**config.mk**
```make
export PLATFORM = sky130hd
export DESIGN_NAME = pipe_mem_io
export DESIGN_NICKNAME = d
export VERILOG_FILES = /design/src/rtl/pipe_mem_io.sv
export SDC_FILE = /design/constraint.sdc
export NUM_CORES = 1
export LEC_CHECK = 0
export CAP_MARGIN = 20
export CORE_UTILIZATION = 55
export DETAILED_ROUTE_END_ITERATION = 10
export PLACE_DENSITY = 0.73
export SYNTH_ARGS = -nofsm -noshare
export SYNTH_HDL_FRONTEND = slang
export SYNTH_SLANG_ARGS = --single-unit
```
**constraint.sdc**
```tcl
create_clock -name clock -period 9.9 [get_ports clock]
set_input_delay 1.485 -clock clock [delete_from_list [all_inputs] [get_ports clock]]
set_output_delay 1.485 -clock clock [all_outputs]
set_load 0.05 [all_outputs]
```
**src/rtl/pipe_mem_io.sv**
```systemverilog
// MEM-stage responder: word data RAM plus a small memory-mapped I/O page
// (LEDs, hex digits, synchronized switches/keys, cycle counter, key-press flags).
module pipe_mem_io #(
  parameter int RAM_AW = 5,
  parameter int SW_W   = 10,
  parameter int KEY_W  = 4
) (
  input  logic              clock,
  input  logic              reset,
  input  logic [31:0]       maddr,
  input  logic [31:0]       mwdata,
  input  logic              mwmem,
  input  logic              mm2reg,
  output logic [31:0]       mdout,
  input  logic [SW_W-1:0]   sw_in,
  input  logic [KEY_W-1:0]  key_in,
  output logic [SW_W-1:0]   led_out,
  output logic [23:0]       hex_out
);
  localparam int DEPTH = 1 << RAM_AW;

  logic              io_sel;
  logic [RAM_AW-1:0] ram_idx;
  logic [2:0]        io_off;
  logic              ram_we, io_we;

  assign io_sel  = maddr[RAM_AW+2];
  assign ram_idx = maddr[RAM_AW+1:2];
  assign io_off  = maddr[4:2];
  assign ram_we  = mwmem & ~io_sel;
  assign io_we   = mwmem & io_sel;

  logic unused_addr;
  assign unused_addr = ^{maddr[31:RAM_AW+3], maddr[1:0]};

  logic [31:0] ram_q [DEPTH];

  logic [SW_W-1:0]  led_q, led_d;
  logic [23:0]      hex_q, hex_d;
  logic [31:0]      cyc_q, cyc_d;
  logic [SW_W-1:0]  sw_s1_q, sw_s1_d, sw_s2_q, sw_s2_d;
  logic [KEY_W-1:0] key_s1_q, key_s1_d, key_s2_q, key_s2_d;
  logic [KEY_W-1:0] key_prev_q, key_prev_d, key_flag_q, key_flag_d;
  logic [KEY_W-1:0] key_sync, key_rise, key_clr;

  // Keys are active-low at the pins; key_sync is 1 while pressed.
  assign key_sync = ~key_s2_q;
  assign key_rise = key_sync & ~key_prev_q;

  always_comb begin
    led_d      = led_q;
    hex_d      = hex_q;
    cyc_d      = cyc_q + 32'd1;
    sw_s1_d    = sw_in;
    sw_s2_d    = sw_s1_q;
    key_s1_d   = key_in;
    key_s2_d   = key_s1_q;
    key_prev_d = key_sync;
    key_clr    = '0;
    if (io_we) begin
      case (io_off)
        3'd0:    led_d   = mwdata[SW_W-1:0];
        3'd1:    hex_d   = mwdata[23:0];
        3'd4:    cyc_d   = mwdata;
        3'd5:    key_clr = mwdata[KEY_W-1:0];
        default: ;
      endcase
    end
    // A press landing in the same cycle as a W1C clear survives.
    key_flag_d = (key_flag_q & ~key_clr) | key_rise;
  end

  always_ff @(posedge clock) begin
    if (reset) begin
      led_q      <= '0;
      hex_q      <= '0;
      cyc_q      <= '0;
      sw_s1_q    <= '0;
      sw_s2_q    <= '0;
      key_s1_q   <= '1;
      key_s2_q   <= '1;
      key_prev_q <= '0;
      key_flag_q <= '0;
    end else begin
      led_q      <= led_d;
      hex_q      <= hex_d;
      cyc_q      <= cyc_d;
      sw_s1_q    <= sw_s1_d;
      sw_s2_q    <= sw_s2_d;
      key_s1_q   <= key_s1_d;
      key_s2_q   <= key_s2_d;
      key_prev_q <= key_prev_d;
      key_flag_q <= key_flag_d;
    end
  end

  // Data RAM keeps its contents across reset.
  always_ff @(posedge clock) begin
    if (ram_we) ram_q[ram_idx] <= mwdata;
  end

  logic [31:0] io_rd;
  always_comb begin
    io_rd = '0;
    case (io_off)
      3'd0:    io_rd = 32'(led_q);
      3'd1:    io_rd = 32'(hex_q);
      3'd2:    io_rd = 32'(sw_s2_q);
      3'd3:    io_rd = 32'(key_sync);
      3'd4:    io_rd = cyc_q;
      3'd5:    io_rd = 32'(key_flag_q);
      default: io_rd = '0;
    endcase
    mdout = '0;
    if (mm2reg) mdout = io_sel ? io_rd : ram_q[ram_idx];
  end

  assign led_out = led_q;
  assign hex_out = hex_q;
endmodule
```
==> results of run 1 <==
[synthesized netlist by cell type, types with 4 or more instances]
library cell	n	area, um^2
sky130_fd_sc_hd__edfxtp_1	1024	30700
sky130_fd_sc_hd__mux2i_1	201	2010
sky130_fd_sc_hd__mux2_2	151	1700
sky130_fd_sc_hd__o22ai_1	143	895
sky130_fd_sc_hd__nor2_1	134	503
sky130_fd_sc_hd__dfxtp_1	102	2040
sky130_fd_sc_hd__a211oi_1	98	736
sky130_fd_sc_hd__nand2_1	94	353
sky130_fd_sc_hd__nor2b_1	76	475
sky130_fd_sc_hd__mux4_2	66	1490
sky130_fd_sc_hd__a21oi_1	51	255
sky130_fd_sc_hd__buf_2	42	210
sky130_fd_sc_hd__nor3_1	41	205
sky130_fd_sc_hd__clkbuf_1	40	150
sky130_fd_sc_hd__buf_6	35	394
sky130_fd_sc_hd__buf_4	34	255
sky130_fd_sc_hd__o21ai_0	27	135
sky130_fd_sc_hd__a22oi_1	25	188
sky130_fd_sc_hd__nor4_1	21	131
sky130_fd_sc_hd__xnor2_1	19	166
sky130_fd_sc_hd__nand3_1	17	85.1
sky130_fd_sc_hd__nand4_1	16	100
sky130_fd_sc_hd__and3_1	9	56.3
sky130_fd_sc_hd__or2_2	9	56.3
sky130_fd_sc_hd__a311oi_1	8	70.1
sky130_fd_sc_hd__inv_1	8	30.0
sky130_fd_sc_hd__a221oi_1	7	61.3
sky130_fd_sc_hd__o221ai_1	7	61.3
sky130_fd_sc_hd__or3_1	6	37.5
sky130_fd_sc_hd__xor2_1	6	52.6
sky130_fd_sc_hd__a32o_1	5	50.1
sky130_fd_sc_hd__nand2b_1	5	31.3
sky130_fd_sc_hd__nand4bb_1	5	56.3
sky130_fd_sc_hd__or4_1	5	37.5
sky130_fd_sc_hd__buf_1	4	15.0
[power by group through the flow]
stage / clock network [mW] / registers [mW] / logic [mW]
after floorplan: 0 / 5.34 / 0.292
after global placement: 0 / 5.34 / 0.486
after detailed placement: 0 / 5.34 / 0.499
after CTS: 4.05 / 5.24 / 0.502
after global routing: 4.23 / 5.24 / 0.556
final: 4.04 / 5.24 / 0.535
[layer usage]
metal	part of all wire	track usage	vias up
met5	0	0	-
met4	0.041	0.120	0
met3	0.11	0.0570	289
met2	0.47	0.463	1718
met1	0.38	0.396	12900
li1	-	-	10700
[logic make-up after synthesis]
family	Yosys count
flops	1126
simple gates	464
mux	418
compound gates	396
buf+inv	166
xor+xnor	25
fa+ha+maj	1
[how the worst min path moves through the flow]
stage / start / to / slack (ns) / depth (start not counted)
2_1_floorplan: key_s1_q[0] / key_s2_q[0] / 0.39 / 1
3_3_place_gp: key_s1_q[0] / key_s2_q[0] / 0.39 / 1
3_5_place_dp: key_s1_q[3] / key_s2_q[3] / 0.39 / 1
4_1_cts: key_s1_q[3] / key_s2_q[3] / 0.40 / 1
5_1_grt: key_s1_q[1] / key_s2_q[1] / 0.42 / 1
6_report: key_s1_q[3] / key_s2_q[3] / 0.40 / 1
[worst max-delay path: cells and delay by family]
kind | cells | cell delay [ns]
buffers and inverters | 4 | 2.62
and+or+nand+nor | 2 | 0.80
AOI/OAI and AO/OA | 3 | 0.97
[registers in the layout, summed over array words and instances, names as in the netlist]
name and flops:
cyc_q 32, hex_out 24, key_flag_q 4, key_prev_q 4, key_s1_q 4, key_s2_q 4, led_out 10, ram_q 1024
sw_s1_q 10, sw_s2_q 10
[area by class of cell]
cell class / count / share of cell area
Multi-Input combinational cell: 1304 / 0.212
Clock inverter: 56 / 0.0117
Clock buffer: 139 / 0.0563
Sequential cell: 1126 / 0.646
Inverter: 9 / 0.000666
Timing Repair Buffer: 217 / 0.0467
Tap cell: 1050 / 0.0259
Antenna cell: 1 / 0.0000493
[through the flow]
step / hold slack, ns / cells / power (mW)
global placement: 0.393 / 3683 / 5.83
CTS: 0.404 / 3881 / 9.80
finish: 0.402 / 3902 / 9.82
floorplan: 0.389 / 2596 / 5.63
detailed placement: 0.392 / 3686 / 5.84
global route: 0.417 / 3902 / 10.0
==> tab_implementation.tex, run 1 <==
\begin{tabular}{lr}
\hline
Metric & Value \\
\hline
\multicolumn{2}{l}{\textbf{Run status}} \\
Outcome & finished, final reports clean \\
\multicolumn{2}{l}{\textbf{Clocking}} \\
Clock slew at reported path FFs & 0.06 ns \\
Hold bufs inserted after CTS & 0 \\
Post-CTS Setup Repair Bufs & 0 \\
Worst-skew pair later-pin latency & between 0.6 and 0.7 ns \\
TritonCTS Buffers & 104 \\
CTS Root Cell & sky130\_fd\_sc\_hd\_\_clkbuf\_16 \\
\# H-tree levels & 3 \\
Clk sinks & 1126 \\
Number of buffers on the longest clock path & 3 \\
CTS tree & built \\
Post-CTS Resized & 0 \\
\multicolumn{2}{l}{\textbf{Final layout}} \\
Flip-flop and latch area & 32800 um\^{}2 \\
Final-layout fill cell count & 5396 \\
Area of combinational cells with multiple inputs & between 10000 and 15000 um\^{}2 \\
Most used cells in the layout excluding fill and tap cells & 1024 x sky130\_fd\_sc\_hd\_\_edfxtp\_1, 201 x sky130\_fd\_sc\_hd\_\_mux2i\_1, 151 x sky130\_fd\_sc\_hd\_\_mux2\_2, 143 x sky130\_fd\_sc\_hd\_\_o22ai\_1, 117 x sky130\_fd\_sc\_hd\_\_clkdlybuf4s50\_1 \\
Design Area, Final & 50700 um\^{}2 \\
Synthesis-to-layout area growth & 14.3\% \\
Most common cell after layout, fill and taps aside & sky130\_fd\_sc\_hd\_\_edfxtp\_1 \\
Layout cell share with drive strength beyond 1 & 0.188 \\
Number of nets in the final layout & 2845 \\
Layout Utilization & 0.639 \\
\multicolumn{2}{l}{\textbf{STA}} \\
Time the final worst path needs with I/O delays and setup & 7.43 ns \\
Timing-limited maximum frequency & 135 MHz \\
Number of failing hold endpoints at the final stage & 0 \\
Setup-failing EPs final & 0 \\
Total negative slack for setup checks & 0 ns \\
Normalized max-slew margin & 0.186 \\
Period utilization & 0.750 \\
Transition at the pin with the smallest max-transition slack & 1.22 ns \\
Unrepaired setup endpoints after global routing & false \\
Count of pins over their slew limit & 0 \\
Setup skew after layout & approximately 0.012 ns \\
Setup slack of the critical path after layout & around 2.5 ns \\
\multicolumn{2}{l}{\textbf{Synthesis}} \\
Avg Inst Size Synth & 17.1 um\^{}2 \\
Synth warnings & 0 \\
Mux contribution to synthesized area & 0.117 \\
Largest family of logic cells by synthesized area & multiplexers \\
Fraction of synthesized cell area in xor and xnor cells & 0.00493 \\
Synthesized Nets & 2679 \\
Complex-gate fraction of the synthesized area & 0.0608 \\
Top FF cell, synth & sky130\_fd\_sc\_hd\_\_edfxtp\_1 \\
Cell area after technology mapping & around 44000 um\^{}2 \\
Post-synth EDFFs & 1024 \\
Post-synthesis sequential element count & 1126 \\
Synth unique cells & 66 \\
Synth Instances & 2596 \\
Share of synthesized cell area in full adder, half adder and majority cells & 0.000282 \\
Share of synthesized flip-flops with an asynchronous set or reset & 0 \\
Sequential cell area fraction in the yosys report & 0.739 \\
Simple-gate share of the synthesized area & 0.0534 \\
\multicolumn{2}{l}{\textbf{Power}} \\
Power density of the placed cells & 194 nW/um\^{}2 \\
Leakage power total & 16.3 nW \\
Combinational fraction of design power & 0.055 \\
Fraction of power spent switching nets & 0.211 \\
Share of total power in sequential cells & 0.534 \\
Power share of the clock group & 0.412 \\
Int Power & around 7.7 mW \\
Switch Pwr & a little over 2 mW \\
Maximum resistive drop on vdd & just under 200 uV \\
\multicolumn{2}{l}{\textbf{Setup path}} \\
Depth of the most critical reg-to-reg path & 5 \\
CP peak stage delay & 0.96 ns \\
Most used cell along the critical path & sky130\_fd\_sc\_hd\_\_buf\_4 \\
RR Endpoint & cyc\_q[21] \\
Critical Path End Type & output pin \\
Setup slack, reg-to-reg & 7.28 ns \\
Reg2reg start & cyc\_q[2] \\
Slowest library cell on the worst path & sky130\_fd\_sc\_hd\_\_clkdlybuf4s50\_1 \\
CP Data Required Time & 8.42 ns \\
Crit path cell chain & buf\_2 -> buf\_4 -> nand4b\_1 -> buf\_4 -> a211oi\_1 -> a2111oi\_0 -> nand4\_1 -> o21ai\_0 -> clkdlybuf4s50\_1 \\
Worst Path Arrival & 5.94 ns \\
Critical path fanouts, max & 46 \\
Crit path from & maddr[4] \\
Launching element type of the critical path & primary input \\
Crit path capture & mdout[23] \\
Critical Setup Path Class & in -> out \\
\multicolumn{2}{l}{\textbf{Floorplan}} \\
Initial Util & 0.559 \\
Area of the core region & 79400 um\^{}2 \\
Die boundary height & 286 um \\
Total Die Area & 81800 um\^{}2 \\
I/O pins & 148 \\
Std cell rows & about 100 \\
Die W & 286 um \\
\multicolumn{2}{l}{\textbf{Placement}} \\
Half-perimeter wire length after detailed placement & slightly below 70 mm \\
Minimum setup slack after placement & about 2.6 ns \\
IO buf count & 121 \\
Final weighted congestion in routability-driven placement & 0.871 \\
Cell area reported after detailed placement & 46800 um\^{}2 \\
\multicolumn{2}{l}{\textbf{GRT}} \\
Largest net degree at the start of global routing & 176 \\
Combined global-route utilization of all metal layers & 0.291 \\
Initial antenna violation count & 3 \\
Number of global-route vias before repair & 25000 \\
Global route overflow & 0 \\
Global-route wire length before repair & 170 mm \\
\multicolumn{2}{l}{\textbf{Drt}} \\
Post-route ant nets & 0 \\
Number of DRC markers in iteration 0 & 3672 \\
Final Routed Wirelength & between 100 and 150 mm \\
Detail-routed via count per cell & 6.57 \\
Per-cell routed wire length & between 30 and 40 um \\
Via total after detailed routing & 25600 \\
Number of detailed-routing iterations run before antenna repair & 6 \\
Remaining DRCs & 0 \\
\multicolumn{2}{l}{\textbf{Worst hold path}} \\
Worst Hold Class & reg -> reg \\
\multicolumn{2}{l}{\textbf{Job}} \\
Max-Cap Viols & 0 \\
\hline
\end{tabular}
(Power assumes the default switching activity.)
==> inputs of run 2 (changes only) <==
Settings changed: PLACE_DENSITY 0.73 to 0.76.
Clock period 9.9 ns to 6.4 ns, I/O delays scaled along.
==> tab_implementation.tex, run 2 (synthesis results as in run 1) <==
\begin{tabular}{lr}
\hline
Metric & Value \\
\hline
\multicolumn{2}{l}{\textbf{Setup path}} \\
CP Data Required Time & 5.44 ns (was 8.42 ns) \\
CP peak stage delay & 1.02 ns (was 0.96 ns) \\
Slowest library cell on the worst path & sky130\_fd\_sc\_hd\_\_clkdlybuf4s50\_1 (unchanged) \\
Critical path fanouts, max & 14 (was 46) \\
Critical Setup Path Class & in -> out (unchanged) \\
Critical Path End Type & output pin (unchanged) \\
CP top delay family & buffers and inverters (unchanged) \\
Worst Path Arrival & 4.79 ns (was 5.94 ns) \\
Crit path cell chain & clkdlybuf4s50\_1 -> buf\_4 -> nand4bb\_2 -> o22ai\_1 -> nor4\_1 -> a32o\_1 -> clkdlybuf4s50\_1 (was buf\_2 -> buf\_4 -> nand4b\_1 -> buf\_4 -> a211oi\_1 -> a2111oi\_0 -> nand4\_1 -> o21ai\_0 -> clkdlybuf4s50\_1) \\
Most used cell along the critical path & sky130\_fd\_sc\_hd\_\_clkdlybuf4s50\_1 (was sky130\_fd\_sc\_hd\_\_buf\_4) \\
Launching element type of the critical path & primary input (unchanged) \\
Count of buffer and inverter cells on the critical path & 3 (was 4) \\
\multicolumn{2}{l}{\textbf{Final layout}} \\
Layout Utilization & 0.638 (was 0.639) \\
Most used cells in the layout excluding fill and tap cells & 1024 x sky130\_fd\_sc\_hd\_\_edfxtp\_1, 201 x sky130\_fd\_sc\_hd\_\_mux2i\_1, 151 x sky130\_fd\_sc\_hd\_\_mux2\_2, 143 x sky130\_fd\_sc\_hd\_\_o22ai\_1, 129 x sky130\_fd\_sc\_hd\_\_buf\_4 (was 1024 x sky130\_fd\_sc\_hd\_\_edfxtp\_1, 201 x sky130\_fd\_sc\_hd\_\_mux2i\_1, 151 x sky130\_fd\_sc\_hd\_\_mux2\_2, 143 x sky130\_fd\_sc\_hd\_\_o22ai\_1, 117 x sky130\_fd\_sc\_hd\_\_clkdlybuf4s50\_1) \\
Synthesis-to-layout area growth & 14.2\% (was 14.3\%) \\
Most common cell after layout, fill and taps aside & sky130\_fd\_sc\_hd\_\_edfxtp\_1 (unchanged) \\
Antenna diode count & 0 (was 1) \\
Number of nets in the final layout & 2876 (was 2845) \\
Design Area, Final & 50700 um\^{}2 (about the same) \\
Largest Register & ram\_q (unchanged) \\
Layout cell share with drive strength beyond 1 & 0.208 (was 0.188) \\
Max FFs per register & 1024 (unchanged) \\
\multicolumn{2}{l}{\textbf{Clocking}} \\
Post-CTS Setup Repair Bufs & 0 (unchanged) \\
TritonCTS Buffers & 105 (was 104) \\
Worst-skew pair later-pin latency & 0.69 ns (was 0.67 ns) \\
Clk sinks & 1126 (unchanged) \\
CTS tree & built (unchanged) \\
Clock slew at reported path FFs & 0.06 ns (about the same) \\
CTS Root Cell & sky130\_fd\_sc\_hd\_\_clkbuf\_16 (unchanged) \\
\# H-tree levels & 3 (unchanged) \\
Post-CTS Resized & 0 (unchanged) \\
Number of buffers on the longest clock path & 3 (unchanged) \\
Hold bufs inserted after CTS & 0 (unchanged) \\
\multicolumn{2}{l}{\textbf{STA}} \\
Timing-limited maximum frequency & $\sim$170 MHz \\
Period utilization & 0.899 \\
Count of pins over their slew limit & 0 (unchanged) \\
Setup-failing EPs final & 0 (unchanged) \\
Transition at the pin with the smallest max-transition slack & 1.18 ns (was 1.22 ns) \\
Normalized max-slew margin & 0.213 (was 0.186) \\
Unrepaired setup endpoints after global routing & false (unchanged) \\
Setup skew after layout & 0.0248 ns (was 0.0119 ns) \\
Smallest hold slack & 0.409 ns (was 0.402 ns) \\
Time the final worst path needs with I/O delays and setup & 5.75 ns \\
Total negative slack for setup checks & 0 ns (unchanged) \\
Number of failing hold endpoints at the final stage & 0 (unchanged) \\
\multicolumn{2}{l}{\textbf{GRT}} \\
Number of global-route vias before repair & 25300 (was 25000) \\
Initial antenna violation count & 3 (unchanged) \\
Global-route wire length before repair & 169 mm (was 170 mm) \\
Global route overflow & 0 (unchanged) \\
Largest net degree at the start of global routing & 144 (was 176) \\
Combined global-route utilization of all metal layers & 0.287 (was 0.291) \\
\multicolumn{2}{l}{\textbf{Drt}} \\
Via total after detailed routing & 25800 (was 25600) \\
Final Routed Wirelength & 118 mm (was 120 mm) \\
Detail-routed via count per cell & 6.56 (was 6.57) \\
Number of DRC markers in iteration 0 & 3376 (was 3672) \\
Number of detailed-routing iterations run before antenna repair & 7 (was 6) \\
Remaining DRCs & 0 (unchanged) \\
Per-cell routed wire length & 30.0 um (was 30.8 um) \\
Post-route ant nets & 0 (unchanged) \\
\multicolumn{2}{l}{\textbf{Floorplan}} \\
Total Die Area & 81800 um\^{}2 (unchanged) \\
Die boundary height & 286 um (unchanged) \\
I/O pins & 148 (unchanged) \\
Std cell rows & 103 (unchanged) \\
Area of the core region & 79400 um\^{}2 (unchanged) \\
Die W & 286 um (unchanged) \\
Initial Util & 0.559 (unchanged) \\
\multicolumn{2}{l}{\textbf{Power}} \\
Overall power & 15.0 mW (was 9.82 mW) \\
Maximum resistive drop on vdd & 269 uV (was 196 uV) \\
Power density of the placed cells & 295 nW/um\^{}2 (was 194 nW/um\^{}2) \\
Leakage power total & 16.4 nW (was 16.3 nW) \\
\multicolumn{2}{l}{\textbf{Placement}} \\
IO buf count & 121 (unchanged) \\
Final weighted congestion in routability-driven placement & 0.870 (was 0.871) \\
Half-perimeter wire length after detailed placement & 69.6 mm (was 68.2 mm) \\
Cell area reported after detailed placement & 47000 um\^{}2 (was 46800 um\^{}2) \\
\multicolumn{2}{l}{\textbf{Run status}} \\
Outcome & finished, final reports clean (unchanged) \\
\multicolumn{2}{l}{\textbf{Job}} \\
Max-Cap Viols & 0 (unchanged) \\
\multicolumn{2}{l}{\textbf{Worst hold path}} \\
Worst Hold Class & reg -> reg (unchanged) \\
\hline
\end{tabular}
## run 2: through the flow
| stage | std cells | setup slack [ns] |
|---|---|---|
| global route | 3935 | 0.650 |
| floorplan | 2596 | 1.58 |
| global placement | 3715 | 0.836 |
| CTS | 3916 | 0.769 |
| finish | 3935 | 0.645 |
| detailed placement | 3717 | 0.793 |
## run 2: final timing paths
path	start	to	slack (ns)	depth (start not counted)
setup / recovery	maddr[5]	mdout[9]	0.65	7
hold / removal	key_s1_q[3]	key_s2_q[3]	0.41	1
setup reg to reg	cyc_q[2]	cyc_q[21]	3.62	5
hold reg to reg	key_s1_q[3]	key_s2_q[3]	0.41	1
## run 2: layer usage
layer,wire [um],vias up,GRT usage
met5,42,-,0
met4,5610,6,0.138
met3,13200,283,0.0620
met2,54800,1788,0.446
met1,44400,13000,0.387
li1,-,10700,-
## run 2: power breakdown
part           switching, mW  leakage (nW)  internal [mW]
clock                   2.69          1.65           3.36
sequential            0.0260          10.0           8.08
combinational          0.532          4.68          0.288
total                   3.25          16.4           11.7
## run 2: cell type report
type                       instances  area, um^2
clock buffer                     136        2890
clock inverter                    63         453
fill                            5337       28700
inverter                           9        33.8
multi-input combinational       1304       10800
sequential                      1126       32800
tap                             1050        1310
timing repair buffer             247        2410
